<file path="config.mk">
export PLATFORM = sky130hd
export DESIGN_NAME = instruction_prefetch_queue_flat
export DESIGN_NICKNAME = d
export VERILOG_FILES = /design/src/rtl/instruction_prefetch_queue_if.sv /design/src/rtl/instruction_prefetch_queue.sv /design/src/flat_wrapper.sv
export SDC_FILE = /design/constraint.sdc
export NUM_CORES = 1
export LEC_CHECK = 0
export ABC_CLOCK_PERIOD_IN_PS = 2900
export CORE_MARGIN = 2
export CORE_UTILIZATION = 51
export DETAILED_ROUTE_END_ITERATION = 6
export GPL_TIMING_DRIVEN = 0
export PLACE_DENSITY = 0.77
export SYNTH_ARGS = -nofsm -noshare
export SYNTH_HDL_FRONTEND = slang
export SYNTH_SLANG_ARGS = --single-unit
</file>
<file path="constraint.sdc">
create_clock -name clk -period 2.9 [get_ports clk]
set_input_delay 0.58 -clock clk [delete_from_list [all_inputs] [get_ports clk]]
set_output_delay 0.58 -clock clk [all_outputs]
set_load 0.01 [all_outputs]
</file>
<file path="src/rtl/instruction_prefetch_queue_if.sv">
// Bundles the instruction-memory port and the IF/ID-facing signals of the
// prefetch queue. The queue itself uses the master view; the memory model
// and the fetch/hazard side use the slave view.
interface instruction_prefetch_queue_if #(
    parameter int DEPTH = 4
);
    // Instruction memory request/acknowledge port
    logic                    memReq;
    logic [31:0]             memAddr;
    logic                    memAck;
    logic [31:0]             memData;

    // Hazard unit and branch resolution controls
    logic                    hold;
    logic                    redirect;
    logic [31:0]             redirectAddr;

    // Head of the queue as seen by the IF/ID register
    logic                    instrValid;
    logic [31:0]             instruction;
    logic [31:0]             pcPlus4;
    logic [$clog2(DEPTH):0]  count;

    modport master (
        output memReq, memAddr, instrValid, instruction, pcPlus4, count,
        input  memAck, memData, hold, redirect, redirectAddr
    );

    modport slave (
        input  memReq, memAddr, instrValid, instruction, pcPlus4, count,
        output memAck, memData, hold, redirect, redirectAddr
    );
endinterface

</file>
<file path="src/rtl/instruction_prefetch_queue.sv">
// Sequential instruction prefetcher sitting in front of the IF/ID register.
// Issues word fetches over a request/acknowledge memory port, buffers the
// returned words in a small FIFO together with their PC+4, and presents the
// head entry combinationally. A branch redirect flushes the FIFO and turns any
// outstanding fetch into a discarded one so stale words never reach decode.
module instruction_prefetch_queue #(
    parameter int          DEPTH    = 4,
    parameter logic [31:0] RESET_PC = 32'h0000_0000
) (
    input  logic clk,
    input  logic rst_n,
    instruction_prefetch_queue_if.master bus
);
    localparam int            PW   = $clog2(DEPTH);
    localparam int            CW   = PW + 1;
    localparam logic [CW-1:0] FULL = CW'(DEPTH);

    // Fetch controller states
    localparam logic [1:0] IDLE    = 2'd0;
    localparam logic [1:0] REQ     = 2'd1;
    localparam logic [1:0] DISCARD = 2'd2;

    logic [1:0]    state_q, state_d;
    logic [31:0]   fetchPC_q, fetchPC_d;
    logic [31:0]   memAddr_q, memAddr_d;
    logic          memReq_q;
    logic [PW-1:0] wrPtr_q, rdPtr_q;
    logic [CW-1:0] count_q, count_d;
    logic [CW-1:0] countNext;
    logic [31:0]   instrMem_q [DEPTH];
    logic [31:0]   pcMem_q    [DEPTH];

    logic          push;
    logic          pop;
    logic          headValid;
    logic [31:0]   addrPlus4;

    assign headValid = (count_q != '0);
    assign addrPlus4 = memAddr_q + 32'd4;

    // A returned word is only kept when the fetch was a live one and no
    // redirect arrives in the same cycle; redirect also suppresses the pop.
    assign push = (state_q == REQ) && bus.memAck && !bus.redirect;
    assign pop  = headValid && !bus.hold && !bus.redirect;

    // Occupancy after this cycle's push and pop, before any flush
    always_comb begin
        countNext = count_q;
        if (push && !pop) begin
            countNext = count_q + CW'(1);
        end else if (pop && !push) begin
            countNext = count_q - CW'(1);
        end
        count_d = bus.redirect ? '0 : countNext;
    end

    // Fetch FSM: decides the next request address and whether to keep fetching
    always_comb begin
        state_d   = state_q;
        memAddr_d = memAddr_q;
        fetchPC_d = fetchPC_q;
        case (state_q)
            IDLE: begin
                if (!bus.redirect && (countNext < FULL)) begin
                    state_d   = REQ;
                    memAddr_d = fetchPC_q;
                end
            end
            REQ: begin
                if (bus.redirect) begin
                    state_d = bus.memAck ? IDLE : DISCARD;
                end else if (bus.memAck) begin
                    fetchPC_d = addrPlus4;
                    if (countNext < FULL) begin
                        memAddr_d = addrPlus4;
                    end else begin
                        state_d = IDLE;
                    end
                end
            end
            DISCARD: begin
                if (bus.memAck) begin
                    state_d = IDLE;
                end
            end
            default: begin
                state_d = IDLE;
            end
        endcase
        if (bus.redirect) begin
            fetchPC_d = {bus.redirectAddr[31:2], 2'b00};
        end
    end

    // Control state, request port and FIFO bookkeeping
    always_ff @(posedge clk or negedge rst_n) begin
        if (!rst_n) begin
            state_q   <= IDLE;
            fetchPC_q <= RESET_PC;
            memAddr_q <= RESET_PC;
            memReq_q  <= 1'b0;
            wrPtr_q   <= '0;
            rdPtr_q   <= '0;
            count_q   <= '0;
        end else begin
            state_q   <= state_d;
            fetchPC_q <= fetchPC_d;
            memAddr_q <= memAddr_d;
            memReq_q  <= (state_d != IDLE);
            count_q   <= count_d;
            if (bus.redirect) begin
                wrPtr_q <= '0;
                rdPtr_q <= '0;
            end else begin
                if (push) begin
                    wrPtr_q <= wrPtr_q + PW'(1);
                end
                if (pop) begin
                    rdPtr_q <= rdPtr_q + PW'(1);
                end
            end
        end
    end

    // FIFO storage; contents are only ever read while the entry is occupied
    always_ff @(posedge clk) begin
        if (push) begin
            instrMem_q[wrPtr_q] <= bus.memData;
            pcMem_q[wrPtr_q]    <= addrPlus4;
        end
    end

    assign bus.memReq      = memReq_q;
    assign bus.memAddr     = memAddr_q;
    assign bus.count       = count_q;
    assign bus.instrValid  = headValid;
    assign bus.instruction = headValid ? instrMem_q[rdPtr_q] : 32'h0;
    assign bus.pcPlus4     = headValid ? pcMem_q[rdPtr_q] : 32'h0;

endmodule

</file>
<file path="src/flat_wrapper.sv">
// flat-port wrapper written by rule: the top's interface ports become plain ports
module instruction_prefetch_queue_flat 
#(
    parameter int          DEPTH    = 4,
    parameter logic [31:0] RESET_PC = 32'h0000_0000
)
  (clk, rst_n, bus_memReq, bus_memAddr, bus_instrValid, bus_instruction, bus_pcPlus4, bus_count, bus_memAck, bus_memData, bus_hold, bus_redirect, bus_redirectAddr);
  instruction_prefetch_queue_if #(.DEPTH(DEPTH)) bus_i ();
  input  logic clk;
  input  logic rst_n;
  output wire logic [$bits(bus_i.memReq)-1:0] bus_memReq;
  output wire logic [$bits(bus_i.memAddr)-1:0] bus_memAddr;
  output wire logic [$bits(bus_i.instrValid)-1:0] bus_instrValid;
  output wire logic [$bits(bus_i.instruction)-1:0] bus_instruction;
  output wire logic [$bits(bus_i.pcPlus4)-1:0] bus_pcPlus4;
  output wire logic [$bits(bus_i.count)-1:0] bus_count;
  input wire logic [$bits(bus_i.memAck)-1:0] bus_memAck;
  input wire logic [$bits(bus_i.memData)-1:0] bus_memData;
  input wire logic [$bits(bus_i.hold)-1:0] bus_hold;
  input wire logic [$bits(bus_i.redirect)-1:0] bus_redirect;
  input wire logic [$bits(bus_i.redirectAddr)-1:0] bus_redirectAddr;
  assign bus_memReq = bus_i.memReq;
  assign bus_memAddr = bus_i.memAddr;
  assign bus_instrValid = bus_i.instrValid;
  assign bus_instruction = bus_i.instruction;
  assign bus_pcPlus4 = bus_i.pcPlus4;
  assign bus_count = bus_i.count;
  assign bus_i.memAck = bus_memAck;
  assign bus_i.memData = bus_memData;
  assign bus_i.hold = bus_hold;
  assign bus_i.redirect = bus_redirect;
  assign bus_i.redirectAddr = bus_redirectAddr;
  instruction_prefetch_queue #(.DEPTH(DEPTH), .RESET_PC(RESET_PC)) u_core (.clk(clk), .rst_n(rst_n), .bus(bus_i));
endmodule
</file>
Word-level counts from Yosys, hierarchy flattened
Memory sizes are Yosys's and may differ from the RTL's.
Index checks and enable logic that the tools add are counted.
W data, S select, Z words.
- input bits: 69
- memories kept: 2
- bits in writable memories: 256
- register bits: 74
- reduce and logical (&&, ||, !) cells: 21
- $lt $le $gt $ge: 1
- $add $sub $neg: 5
- equal/unequal tests: 6
- mux-type cells: 26
- memory list (name ; depth ; bits a word ; read ports ; clocked after memory_dff ; write ports ; RTL line ; source):
    u_core.instrMem_q ; 4 ; 32 ; 1 ; 0 ; 1 ; instruction_prefetch_queue.sv:30 ; logic [31:0] instrMem_q [DEPTH];
    u_core.pcMem_q ; 4 ; 32 ; 1 ; 0 ; 1 ; instruction_prefetch_queue.sv:31 ; logic [31:0] pcMem_q [DEPTH];
- operators with widths (operator ; number):
    $mux W32 ; 9
    $pmux W32 S2 ; 1
    $add A32 B3 Y32 const B ; 1
    $mux W2 ; 10
    $reduce_bool A2 Y1 ; 6
    $mux W3 ; 3
    $logic_and A1 B1 Y1 ; 7
    $ne A2 B2 Y1 const B ; 3
    $pmux W2 S3 ; 1
    $reduce_and A5 Y1 ; 1
    $add A2 B1 Y2 const B ; 2
    $logic_not A1 Y1 ; 4
    $add A3 B1 Y3 const B ; 1
    $lt A3 B3 Y1 const B ; 1
    $reduce_bool A3 Y1 ; 1
    $sub A3 B1 Y3 const B ; 1
    $eq A2 B1 Y1 const B ; 1
    $eq A2 B2 Y1 const B ; 1
    $logic_not A2 Y1 ; 1
    $mux W1 ; 2
    $ne A2 B1 Y1 const B ; 1
    $reduce_and A2 Y1 ; 1

Depth between registers and ports, before layout
Gate-level depths: netlist of run 1.
- depth after elaboration: 13
- depth in mapped cells: 10
- gate-level depth less buffers: 8

Worst setup path after synthesis of run 1
No wires, ideal clock.
- path kind: input-to-reg
- from: in bus_memAck
- to: mem u_core.instrMem_q[0][0] (enable)
- cell stages on the path: 4
- slack: -0.363 ns
- path buffers: 1
- arrival: 2.835 ns
- library setup time: 0.429 ns
- path through: nand3b_2 nor2_2 clkbuf_1 and2_1
- word-level cells in the longest chain between the ends: 4
- RTL lines (element ; RTL line ; source):
    from (decl) ; flat_wrapper.sv:17 ; input wire logic [$bits(bus_i.memAck)-1:0] bus_memAck;
    $logic_and A1 B1 Y1 (2 in series) ; instruction_prefetch_queue.sv:43 ; assign push = (state_q == REQ) && bus.memAck && !bus.redirect;
    $mux W1 ; instruction_prefetch_queue.sv:127 ; if (push) begin
    $mux W1 (not written as such) ; instruction_prefetch_queue.sv:128 ; instrMem_q[wrPtr_q] <= bus.memData;
    to (decl) ; instruction_prefetch_queue.sv:30 ;
Every way passes these cells.

Worst setup path after layout of run 1
- from: reg u_core.rdPtr_q[0]
- to: out bus_pcPlus4[26]
- word-level cells in the longest chain between the ends: 2
- RTL lines (element ; RTL line ; source):
    from (decl) ; instruction_prefetch_queue.sv:27 ; logic [PW-1:0] wrPtr_q, rdPtr_q;
    from (signal assigned) ; instruction_prefetch_queue.sv:119 ; rdPtr_q <= rdPtr_q + PW'(1);
    $mem_v2 Z4 W32 ; n/a ;
    $mux W32 ; instruction_prefetch_queue.sv:138 ; assign bus.pcPlus4 = headValid ? pcMem_q[rdPtr_q] : 32'h0;
    to (decl) ; flat_wrapper.sv:15 ; output wire logic [$bits(bus_i.pcPlus4)-1:0] bus_pcPlus4;
Every way passes these cells.

==> key figures, run 1 <==
Synthesis
  – Mapped Cells: 915
  – Number of flops mapped to enable cells by yosys: 256
  – Avg Cell Area, Syn: 15.52 um2
  – Synth Register Bits: 330
  – Distinct cell type count after synthesis: 67
  – Top FF cell, synth: edfxtp_1
  – Synth warn: 0
  – FFs w/ async S/R, synth: 22.42%
  – Register area share after synthesis: 67.15%
  – Post-Syn Area: 14,200 um2
  – Net Count, Synth: 992

Cells and area
  – Synth-to-Final Area Change: 25.51%
  – Filler cells: 2,039
  – Fin cells: 1,540
  – # nets final: 1,215
  – # diodes: 0
  – Share of cells above drive strength 1: 16.70%

Clocking
  – Worst skew pair latency: 0.51 ns
  – CTS sink count: 330
  – Clock buffer depth: 3
  – Clk root buf: clkbuf_16
  – H-tree Lvls: 2
  – Clk slew on worst S/H paths: 0.06 ns
  – TritonCTS Buffers: 35
  – CTS tree: built

Placed design
  – Gp weighted congestion: 0.9168
  – Pre-CTS setup slack: -0.7282 ns
  – Placed instance count: 1,464
  – DP HPWL: 21,660 um
  – Port Buf Inserts: 166

Power and ir drop
  – P_leak: 6.475 nW
  – Tot Pwr: 0.01590 W
  – Maximum VDD drop: 0.0005405 V
  – PD cells: 891.6 nW/um2

Routing
  – DRT Pass-1 Iters: 5
  – DRC viols: 0
  – Post-route ant nets: 0
  – Via density: 5.708
  – First DRT Iteration DRCs: 767
  – Total wire length: 33,380 um
  – Via count: 8,790
  – Routed wire per std cell: 21.68 um

STA
  – Slew margin rel.: 45.83%
  – Final period util: 98.31%
  – Final setup fails: 0
  – Final Hold Vio Count: 0
  – Worst hold slack: 0.4079 ns
  – Clock skew: 0.01463 ns
  – Fmax: 350.8 MHz
  – RSZ-0062 raised after global routing: yes
  – Worst Max-Slew Pin Slew: 0.8126 ns
  – Post-route setup slack: 0.04902 ns
  – Tmin final: 2.851 ns
  – Slew Viols, Final: 0

Global route
  – Initial antenna violation count: 0
  – Gr usage total: 23.17%
  – Largest net degree at the start of global routing: 51
  – First-pass GRT wire length: 50,870 um
  – Number of global-route vias before repair: 8,849
  – GRT overflow: 0

Setup path
  – Worst Setup EP: bus_pcPlus4[26]
  – Setup slack, reg-to-reg: 0.11 ns
  – Worst Setup SP: u_core.rdPtr_q[0]
  – Critical Path AT: 2.27 ns
  – CP Class: reg2out
  – Reg-to-Reg End: u_core.fetchPC_q[30]
  – CP max FO: 10
  – Startpoint Class: flop
  – Required time of the critical path: 2.32 ns
  – Worst R2R Path Depth: 7
  – Crit. End Element: output port
  – Worst R2R Start: u_core.bus.memAddr[2]

Floorplanning
  – FP Rows: 61
  – Initial Util: 51.41%
  – IO Pins: 170
  – Die span in x: 170.9 um
  – Core ar.: 27,630 um2
  – Chip height: 170.9 um
  – Die area: 29,200 um2

Outcome
  – Outcome: complete, no violations

Min path
  – Worst min-delay path category: in2reg

Job
  – Max Cap Viol: 0
## worst min path at each step
stage,depth (start not counted),from,endpoint
after floorplan,0,rst_n,u_core.bus.count[0]
after global placement,1,u_core.fetchPC_q[0],u_core.bus.memAddr[0]
after detailed placement,1,u_core.fetchPC_q[0],u_core.bus.memAddr[0]
after CTS,3,bus_redirect,u_core.fetchPC_q[31]
after global routing,3,bus_redirect,u_core.fetchPC_q[31]
final,3,bus_redirect,u_core.fetchPC_q[31]
## sequential cells by signal (all words and copies together), names as in the netlist
name and cells:
u_core.rdPtr_q 2, u_core.state_q 2, u_core.bus.count 3, u_core.bus.memReq 1, u_core.bus.memAddr 32, u_core.wrPtr_q 2, u_core.pcMem_q 128, u_core.instrMem_q 128
u_core.fetchPC_q 32
## kinds of logic after synthesis
| family | count (synthesis) | share of synthesized area [%] |
|---|---|---|
| buf+inv | 76 | 2.343 |
| mux | 78 | 11.17 |
| xor+xnor | 33 | 2.035 |
| compound gates | 141 | 6.791 |
| fa+ha+maj | 10 | 0.8456 |
| flops | 330 | 67.15 |
| simple gates | 247 | 9.663 |
## Yosys cell counts, types with 6 or more instances
cell | n | area (um2)
a211oi_1 | 10 | 75.07
a21o_1 | 10 | 75.07
a21oi_1 | 15 | 75.07
a22oi_1 | 10 | 75.07
and2_1 | 71 | 444.2
and3_1 | 6 | 37.54
buf_1 | 6 | 22.52
buf_2 | 11 | 55.05
clkbuf_1 | 36 | 135.1
dfrtp_1 | 74 | 1852
edfxtp_1 | 256 | 7687
ha_1 | 8 | 100.1
inv_1 | 17 | 63.81
mux2i_1 | 10 | 100.1
mux4_2 | 64 | 1441
nand2_1 | 54 | 202.7
nand2b_1 | 12 | 75.07
nand3_1 | 10 | 50.05
nand4_1 | 10 | 62.56
nor2_1 | 43 | 161.4
nor3_1 | 7 | 35.03
o21ai_0 | 30 | 150.1
o21ai_1 | 7 | 35.03
o22a_1 | 8 | 70.07
o22ai_1 | 8 | 50.05
o31ai_1 | 12 | 90.09
xnor2_1 | 19 | 166.4
xor2_1 | 14 | 122.6
## routing by layer
layer | vias to the layer above | share of wire (%) | track usage (%)
met2 | 299 | 50 | 39.54
li1 | 3960 | - | -
met5 | - | 0 | 0
met4 | 0 | 1.6 | 5.269
met3 | 52 | 6.4 | 4.557
met1 | 4479 | 42 | 31.09
## what timing repair did
action	4_1_cts	5_1_grt
setup buffers	9	3
hold endpoints to repair	24	0
cloned	2	1
pin swaps	1	0
endpoints found under the setup margin	243	214
resized for setup	133	17
hold buffers	1	0
## layout make-up
cell class / instances / area, um2 / area share, %
multi-input cells: 510 / 4414 / 24.76
plain buffers: 58 / 420.4 / 2.358
inverters: 17 / 66.31 / 0.3720
repair buffers: 186 / 1889 / 10.60
well taps: 378 / 473.0 / 2.653
clock inverters: 19 / 123.9 / 0.6948
clock buffers: 42 / 902.1 / 5.060
flip-flops and latches: 330 / 9539 / 53.51
## per-stage QoR
step / setup TNS (ns) / util [%] / instance area [um2]
floorplan: 0 / - / 14210
global placement: -474.68 / 59.16 / 16340
detailed placement: -162.83 / 59.64 / 16480
CTS: -0.003177 / 64.11 / 17710
global route: -0.2339 / 64.53 / 17830
finish: 0 / 64.53 / 17830
## power by group
part	switching, W	internal, W	leakage, nW
sequential	0.000499	0.00576	3.23
combinational	0.00279	0.00281	2.75
clock	0.00173	0.00231	0.491
total	0.00502	0.0109	6.48
## layout by cell type (no fill, tap or decap), drive strengths merged, types with 5 or more instances in the layout
cell           synthesis  routed
clkinv                 0      13
o22ai                  8       8
clkdlybuf4s15          0       9
and2                  71      72
a21oi                 15      15
nand2b                12      12
dlygate4sd2            0      55
nor2b                  5       5
nor3                   8       8
nor3b                  5       5
nor4                   5       5
clkbuf                36      79
o31ai                 12      12
buf                   23      41
xnor2                 19      19
a211oi                11      11
nor2                  45      45
a21o                  10      10
inv                   17      18
xor2                  14      14
mux2i                 10      10
mux4                  64      64
and3                   6       6
ha                     8       8
nand2                 54      54
clkdlybuf4s50          0     101
nand4                 11      11
nand3                 11      11
edfxtp               256     256
a22oi                 10      10
o21ai                 37      37
o22a                   8       8
dfrtp                 74      74
## critical path, cell delays in order (launching register included)
cell           delay, ns
dfrtp_1             0.40
buf_12              0.14
buf_12              0.10
buf_12              0.15
mux4_2              0.50
and2_1              0.18
dlygate4sd2_1       0.28
No activity file was read; power rests on OpenSTA's default activity.
==> inputs of run 2 (changes only) <==
--- a/config.mk
+++ b/config.mk
@@ -5,12 +5,14 @@
 export SDC_FILE = /design/constraint.sdc
 export NUM_CORES = 1
 export LEC_CHECK = 0
-export ABC_CLOCK_PERIOD_IN_PS = 2900
+export ABC_CLOCK_PERIOD_IN_PS = 2400
 export CORE_MARGIN = 2
 export CORE_UTILIZATION = 51
+export CTS_CLUSTER_SIZE = 16
 export DETAILED_ROUTE_END_ITERATION = 6
 export GPL_TIMING_DRIVEN = 0
 export PLACE_DENSITY = 0.77
+export SLEW_MARGIN = 10
 export SYNTH_ARGS = -nofsm -noshare
 export SYNTH_HDL_FRONTEND = slang
 export SYNTH_SLANG_ARGS = --single-unit
==> constraint.sdc (replaced) <==
create_clock -name clk -period 2.4 [get_ports clk]
set_input_delay 0.48 -clock clk [delete_from_list [all_inputs] [get_ports clk]]
set_output_delay 0.48 -clock clk [all_outputs]
set_load 0.01 [all_outputs]
==> run 2 against run 1 <==
Effect of this change:
- the flow now finishes with violations (negative setup slack)
- total power up 29%
- via count up 1.9%
- non-clock buffer count up 31
- sequential power up 21%
- final cell count up 2.0%
- flip-flop and latch count unchanged
- combinational power up 42%
- die area unchanged
- critical endpoint is now bus_pcPlus4[10]
==> key figures, run 2 (synthesis gave the netlist of run 1 again) <==
STA
  – Final setup fails: 64 (+64)
  – RSZ-0062 raised after global routing: yes
  – Slew margin rel.: 49.31% (+3.5 points)
  – Post-route setup slack: -0.2447 ns (-0.2937 ns)
  – Setup TNS: -8.247 ns (-8.247 ns)
  – Tmin final: 2.645 ns
  – Clock skew: 0.01503 ns (+0.0004033 ns)
  – Final Hold Vio Count: 0 (unchanged)
  – Fmax: 378.1 MHz
  – Final period util: 110.2%
  – Slew Viols, Final: 0 (unchanged)
  – Worst Max-Slew Pin Slew: 0.7604 ns (-0.05223 ns)

Cells and area
  – Share of cells above drive strength 1: 27.41% (+11 points)
  – Most frequent cells in the layout: 256 x edfxtp_1, 100 x clkdlybuf4s50_1, 73 x dfrtp_1
  – # nets final: 1,246 (+2.6%)
  – # diodes: 0 (unchanged)
  – Largest regs: u_core.instrMem_q x128, u_core.pcMem_q x128
  – Most common cell after layout, fill and taps aside: edfxtp_1
  – Synth-to-Final Area Change: 29.40%
  – Multi-input logic area: 4546 um2 (+3.0%)
  – Register area: 9540 um2 (about the same)
  – Filler cells: 1,973 (-3.2%)
  – Fin util: 66.53% (+2.0 points)
  – Fin cells: 1,571 (+2.0%)
  – Final Instance Area: 18,380 um2 (+3.1%)

Routing
  – Via count: 8,958 (+1.9%)
  – Post-route ant nets: 0 (unchanged)
  – DRT Pass-1 Iters: 5 (unchanged)
  – Top Layer Used: met4
  – Total wire length: 34,490 um (+3.3%)
  – Met2 WL: 17,030 um (+1.6%)
  – Met3 wire length: 2365 um (+10%)
  – First DRT Iteration DRCs: 702 (-8.5%)
  – Met1 WL: 14,280 um (+2.5%)
  – Via density: 5.702 (about the same)
  – Routed wire per std cell: 21.95 um (+1.3%)
  – DRC viols: 0 (unchanged)

Floorplanning
  – FP Rows: 61 (unchanged)
  – Initial Util: 51.41% (unchanged)
  – Die span in x: 170.9 um (unchanged)
  – Die area: 29,200 um2 (unchanged)
  – Core ar.: 27,630 um2 (unchanged)
  – IO Pins: 170 (unchanged)
  – Chip height: 170.9 um (unchanged)

Power and ir drop
  – PD cells: 1113 nW/um2 (+25%)
  – Internal: 0.01404 W (+29%)
  – Sw frac: 31.33% (-0.25 points)
  – Tot Pwr: 0.02045 W (+29%)
  – P_leak: 6.708 nW (+3.6%)
  – Clock share of power: 24.0% (-1.4 points)
  – NetSw: 0.006408 W (+28%)
  – Reg power frac: 37.0% (-2.4 points)
  – Combinational power share: 39.0% (+3.8 points)
  – Maximum VDD drop: 0.0006558 V (+21%)

Clocking
  – TritonCTS Buffers: 35 (unchanged)
  – Clk root buf: clkbuf_16
  – CTS tree: built
  – CTS sink count: 330 (unchanged)
  – Clock buffer depth: 3 (unchanged)
  – Worst skew pair latency: 0.51 ns (about the same)
  – Clk slew on worst S/H paths: 0.06 ns (about the same)
  – H-tree Lvls: 2 (unchanged)

Global route
  – Gr usage total: 23.89% (+0.72 points)
  – Largest net degree at the start of global routing: 51 (unchanged)
  – GRT overflow: 0 (unchanged)
  – First-pass GRT wire length: 52,220 um (+2.6%)
  – Initial antenna violation count: 0 (unchanged)
  – Number of global-route vias before repair: 9,046 (+2.2%)

Setup path
  – CP Class: reg2out
  – Required time of the critical path: 1.92 ns (-0.40 ns)
  – Critical-path cell list: buf_4, buf_8, buf_12, mux4_2, and2_1, clkdlybuf4s15_2
  – Crit. End Element: output port
  – Startpoint Class: flop
  – Critical Path AT: 2.16 ns (-0.11 ns)
  – CP max FO: 5 (-5)
  – Critical path's slowest cell: mux4_2
  – CP peak stage delay: 0.50 ns (about the same)

Placed design
  – Port Buf Inserts: 166 (unchanged)
  – Cell Area, Placed: 16,480 um2 (unchanged)
  – DP HPWL: 21,660 um (unchanged)
  – Placed instance count: 1,464 (unchanged)
  – Gp weighted congestion: 0.9168 (unchanged)

Min path
  – Worst min-delay path category: in2reg

Outcome
  – Failing checks: negative setup slack
  – Outcome: finished, violations left

Job
  – Max Cap Viol: 0 (unchanged)
## run 2: through the flow
step                      hold slack (ns)  worst slack (ns)
after floorplan                    0.1844           -0.1502
after global placement             0.4914            -1.866
after detailed placement           0.4206            -1.128
after CTS                          0.2994           -0.3086
after global routing               0.3355           -0.3123
final                              0.3039           -0.2447
## run 2: cell type report
class                      instances  area share (%)
buffer                            57           2.587
clock buffer                      42           4.908
clock inverter                    19          0.6739
inverter                          17          0.3608
multi-input combinational        510           24.73
sequential                       330           51.90
tap                              378           2.573
timing repair buffer             218           12.27
## run 2: critical path, delay by kind of cell, from the launching register on
kind,cells,cell delay (ns)
buf+inv,4,0.63
mux,1,0.50
flops,1,0.36
simple gates,1,0.17
## run 2: worst paths after layout
path / slack, ns / start / end / cells after the start
worst min register to register: 0.52 / u_core.fetchPC_q[0] / u_core.bus.memAddr[0] / 1
worst max-delay path: -0.24 / u_core.rdPtr_q[0] / bus_pcPlus4[10] / 6
worst max register to register: 0.06 / u_core.bus.count[0] / u_core.bus.memAddr[4] / 10
min in group asynchronous: 0.43 / rst_n / u_core.fetchPC_q[7] / 2
worst min-delay path: 0.30 / bus_redirect / u_core.fetchPC_q[31] / 3
max in group asynchronous: 1.38 / rst_n / u_core.bus.memAddr[2] / 3
## run 2: metal layers
metal / GRT usage, % / vias to the layer above
met5: 0 / -
met4: 6.706 / 0
met3: 4.881 / 68
met2: 40.12 / 369
met1: 31.96 / 4516
li1: - / 4005
## run 2: power by group through the flow
stage               clock network (W)  logic, W  registers, W
floorplan                           0   0.00345       0.00759
global placement                    0   0.00639       0.00762
detailed placement                  0   0.00652       0.00763
CTS                           0.00497   0.00758       0.00754
global route                  0.00521   0.00853       0.00764
finish                        0.00491   0.00797       0.00758
## run 2: repair_timing
action,CTS,global route
cloned,7,1
endpoints found under the setup margin,375,229
pin swaps,41,19
buffers inserted,22,18
hold buffers,1,0
endpoints found under the hold margin,24,0
gates resized for setup,385,49
==> inputs of run 3 (changes only) <==
--- a/config.mk
+++ b/config.mk
@@ -7,11 +7,10 @@
 export LEC_CHECK = 0
 export ABC_CLOCK_PERIOD_IN_PS = 2400
 export CORE_MARGIN = 2
-export CORE_UTILIZATION = 51
+export CORE_UTILIZATION = 37
 export CTS_CLUSTER_SIZE = 16
 export DETAILED_ROUTE_END_ITERATION = 6
 export GPL_TIMING_DRIVEN = 0
-export PLACE_DENSITY = 0.77
 export SLEW_MARGIN = 10
 export SYNTH_ARGS = -nofsm -noshare
 export SYNTH_HDL_FRONTEND = slang
==> run 3 against run 2 <==
Effect of this change:
- the run still ends with negative setup slack left
- die area grew 37%
- wire length grew 7.9%
- combinational power grew 7.7%
- cell area grew 3.7%
- critical path type unchanged
- register-to-register slack is essentially flat
- global-route usage shrank 5.0 points
- largest power group unchanged
- sequential share of layout area shrank 1.8 points
- sequential power is essentially flat
==> key figures, run 3 (synthesis gave the netlist of run 1 again) <==
Outcome
  – Outcome: finished, violations left
  – Failing checks: negative setup slack

Power and ir drop
  – Reg power frac: 34.8% (-2.2 points)
  – PD cells: 1145 nW/um2 (+2.9%)
  – Maximum VDD drop: 0.0007036 V (+7.3%)
  – NetSw: 0.006721 W (+4.9%)
  – Clock share of power: 25.9% (+1.9 points)
  – P_leak: 6.999 nW (+4.3%)
  – Internal: 0.01511 W (+7.6%)
  – Sw frac: 30.79% (-0.54 points)
  – Combinational power share: 39.3% (+0.3 points)

Placed design
  – Gp weighted congestion: 0.8561 (-6.6%)
  – DP HPWL: 23,730 um (+9.5%)
  – Port Buf Inserts: 166 (unchanged)
  – Cell Area, Placed: 16,650 um2 (+1.1%)

Setup path
  – Critical Path Stages: 6 (unchanged)
  – Crit. End Element: output port
  – CP Class: reg2out
  – Required time of the critical path: 1.92 ns (about the same)
  – Crit path buffers/inverters: 4 (unchanged)
  – Most used cell, CP: buf_12
  – Worst R2R Path Depth: 10 (unchanged)
  – Critical path's slowest cell: mux4_2
  – CP delay by family, top: buffers and inverters
  – CP max FO: 8 (+3)
  – CP peak stage delay: 0.48 ns (-0.02 ns)
  – Startpoint Class: flop
  – Critical Path AT: 2.12 ns (-0.04 ns)
  – Critical-path cell list: buf_12, buf_12, buf_12, mux4_2, and2_1, buf_2

Routing
  – Via density: 5.145 (-9.8%)
  – Post-route ant nets: 0 (unchanged)
  – DRC viols: 0 (unchanged)
  – Via count: 8,912 (-0.51%)
  – DRT Pass-1 Iters: 5 (unchanged)
  – Total wire length: 37,210 um (+7.9%)
  – Routed wire per std cell: 21.48 um (-2.2%)
  – First DRT Iteration DRCs: 598 (-15%)

Global route
  – GR met1 Demand/Resource: 25.88% (-6.1 points)
  – Most used routing layer: met2
  – Met2 Use GR: 30.97% (-9.1 points)
  – Initial antenna violation count: 0 (unchanged)
  – First-pass GRT wire length: 55,740 um (+6.7%)
  – Gr usage total: 18.93% (-5.0 points)
  – GRT overflow: 0 (unchanged)
  – Met3 Usage GRT: 4.183% (-0.70 points)
  – Number of global-route vias before repair: 8,884 (-1.8%)
  – Largest net degree at the start of global routing: 57 (+12%)

Cells and area
  – Share of cells above drive strength 1: 31.12% (+3.7 points)
  – Final Instance Area: 19,060 um2 (+3.7%)
  – Most common cell after layout, fill and taps aside: edfxtp_1
  – Fin util: 50.50% (-16 points)
  – Register area: 9543 um2 (about the same)
  – # nets final: 1,269 (+1.8%)
  – Synth-to-Final Area Change: 34.21%
  – Largest regs: u_core.instrMem_q x128, u_core.pcMem_q x128
  – Multi-input logic area: 4629 um2 (+1.8%)
  – Filler cells: 3,177 (+61%)
  – # diodes: 0 (unchanged)
  – Most frequent cells in the layout: 256 x edfxtp_1, 100 x clkdlybuf4s50_1, 71 x dfrtp_1

STA
  – RSZ-0062 raised after global routing: yes
  – Worst Max-Slew Pin Slew: 0.7345 ns (-0.02585 ns)
  – Fmax: 384.8 MHz (+1.8%)
  – Slew margin rel.: 51.03% (+1.7 points)
  – Clock skew: 0.02486 ns (+0.009828 ns)
  – Final Hold Vio Count: 0 (unchanged)
  – Final period util: 108.3% (-1.9 points)
  – Final setup fails: 64 (unchanged)
  – Tmin final: 2.599 ns (-0.04577 ns)
  – Post-route setup slack: -0.1989 ns (+0.04577 ns)
  – Slew Viols, Final: 0 (unchanged)

Floorplanning
  – Die span in x: 199.9 um (+17%)
  – Die area: 39,970 um2 (+37%)
  – IO Pins: 170 (unchanged)
  – Core ar.: 37,760 um2 (+37%)
  – Initial Util: 37.62% (-14 points)
  – FP Rows: 71 (+16%)
  – Chip height: 199.9 um (+17%)

Clocking
  – Clock buffer depth: 3 (unchanged)
  – Clk slew on worst S/H paths: 0.06 ns (about the same)
  – TritonCTS Buffers: 37 (+5.7%)
  – Clk root buf: clkbuf_16
  – H-tree Lvls: 2 (unchanged)
  – Worst skew pair latency: 0.53 ns (+0.02 ns)
  – CTS tree: built
  – CTS sink count: 330 (unchanged)

Min path
  – Worst min-delay path category: in2reg
  – WHS Path Cells: 3 (unchanged)

Job
  – Max Cap Viol: 0 (unchanged)
==> run 3: cell count changes in the layout (fill, tap and decap cells not counted), sizes merged <==
cell	delta
and2	+2
buf	+29
bufinv	+2
clkbuf	+6
clkdlybuf4s15	-8
clkinvlp	-3
==> run 3: cell type report <==
class | count | share of cell area (%)
repair buffers | 236 | 12.87
plain buffers | 58 | 2.684
well taps | 511 | 3.354
clock inverters | 18 | 0.9254
multi-input cells | 512 | 24.28
flip-flops and latches | 330 | 50.06
inverters | 17 | 0.3347
clock buffers | 50 | 5.493
==> run 3: repair_timing <==
action                                 4_1_cts  5_1_grt
setup endpoints to repair                  396      170
hold buffers                                 1        0
endpoints found under the hold margin       18        0
cloned                                       8        1
resized for setup                          474       39
pin swaps                                   72        7
setup buffers                               48       13
==> run 3: power groups by stage <==
stage          registers [W]  clock network, W  logic (W)
2_1_floorplan        0.00759                 0    0.00345
3_3_place_gp         0.00763                 0    0.00658
3_5_place_dp         0.00763                 0    0.00668
4_1_cts              0.00755           0.00579    0.00846
5_1_grt              0.00765           0.00604    0.00925
6_report             0.00759           0.00566    0.00858
==> run 3: final timing paths <==
path / from / to / slack [ns]
hold reg to reg: u_core.fetchPC_q[1] / u_core.bus.memAddr[1] / 0.51
setup / recovery: u_core.rdPtr_q[0] / bus_instruction[13] / -0.20
min in group asynchronous: rst_n / u_core.fetchPC_q[10] / 0.36
setup reg to reg: u_core.bus.count[0] / u_core.bus.memAddr[4] / 0.05
max in group asynchronous: rst_n / u_core.rdPtr_q[0] / 1.41
hold / removal: bus_redirect / u_core.fetchPC_q[31] / 0.28
==> run 3: through the flow <==
stage / setup WS (ns) / instances / hold slack, ns / setup TNS (ns) / power, W
after CTS: -0.2606 / 1722 / 0.2667 / -11.69 / 0.02180
after detailed placement: -1.165 / 1597 / 0.3863 / -356.81 / 0.01431
after global routing: -0.2966 / 1732 / 0.2941 / -13.92 / 0.02294
final: -0.1989 / 1732 / 0.2797 / -8.472 / 0.02183
after floorplan: -0.1502 / 915 / 0.1844 / -38.45 / 0.01103
after global placement: -2.025 / 1592 / 0.4976 / -742.68 / 0.01421
==> run 3: tightest hold or removal path: cells and delay by family <==
kind,cells,cell delay [ns]
simple gates,2,0.17
buf+inv,1,0.11
==> run 3: layer usage <==
| layer | share of wire (%) | vias up |
|---|---|---|
| met3 | 7.1 | 50 |
| met2 | 48 | 297 |
| met4 | 1.8 | 0 |
| met5 | 0 | - |
| li1 | - | 4065 |
| met1 | 43 | 4500 |
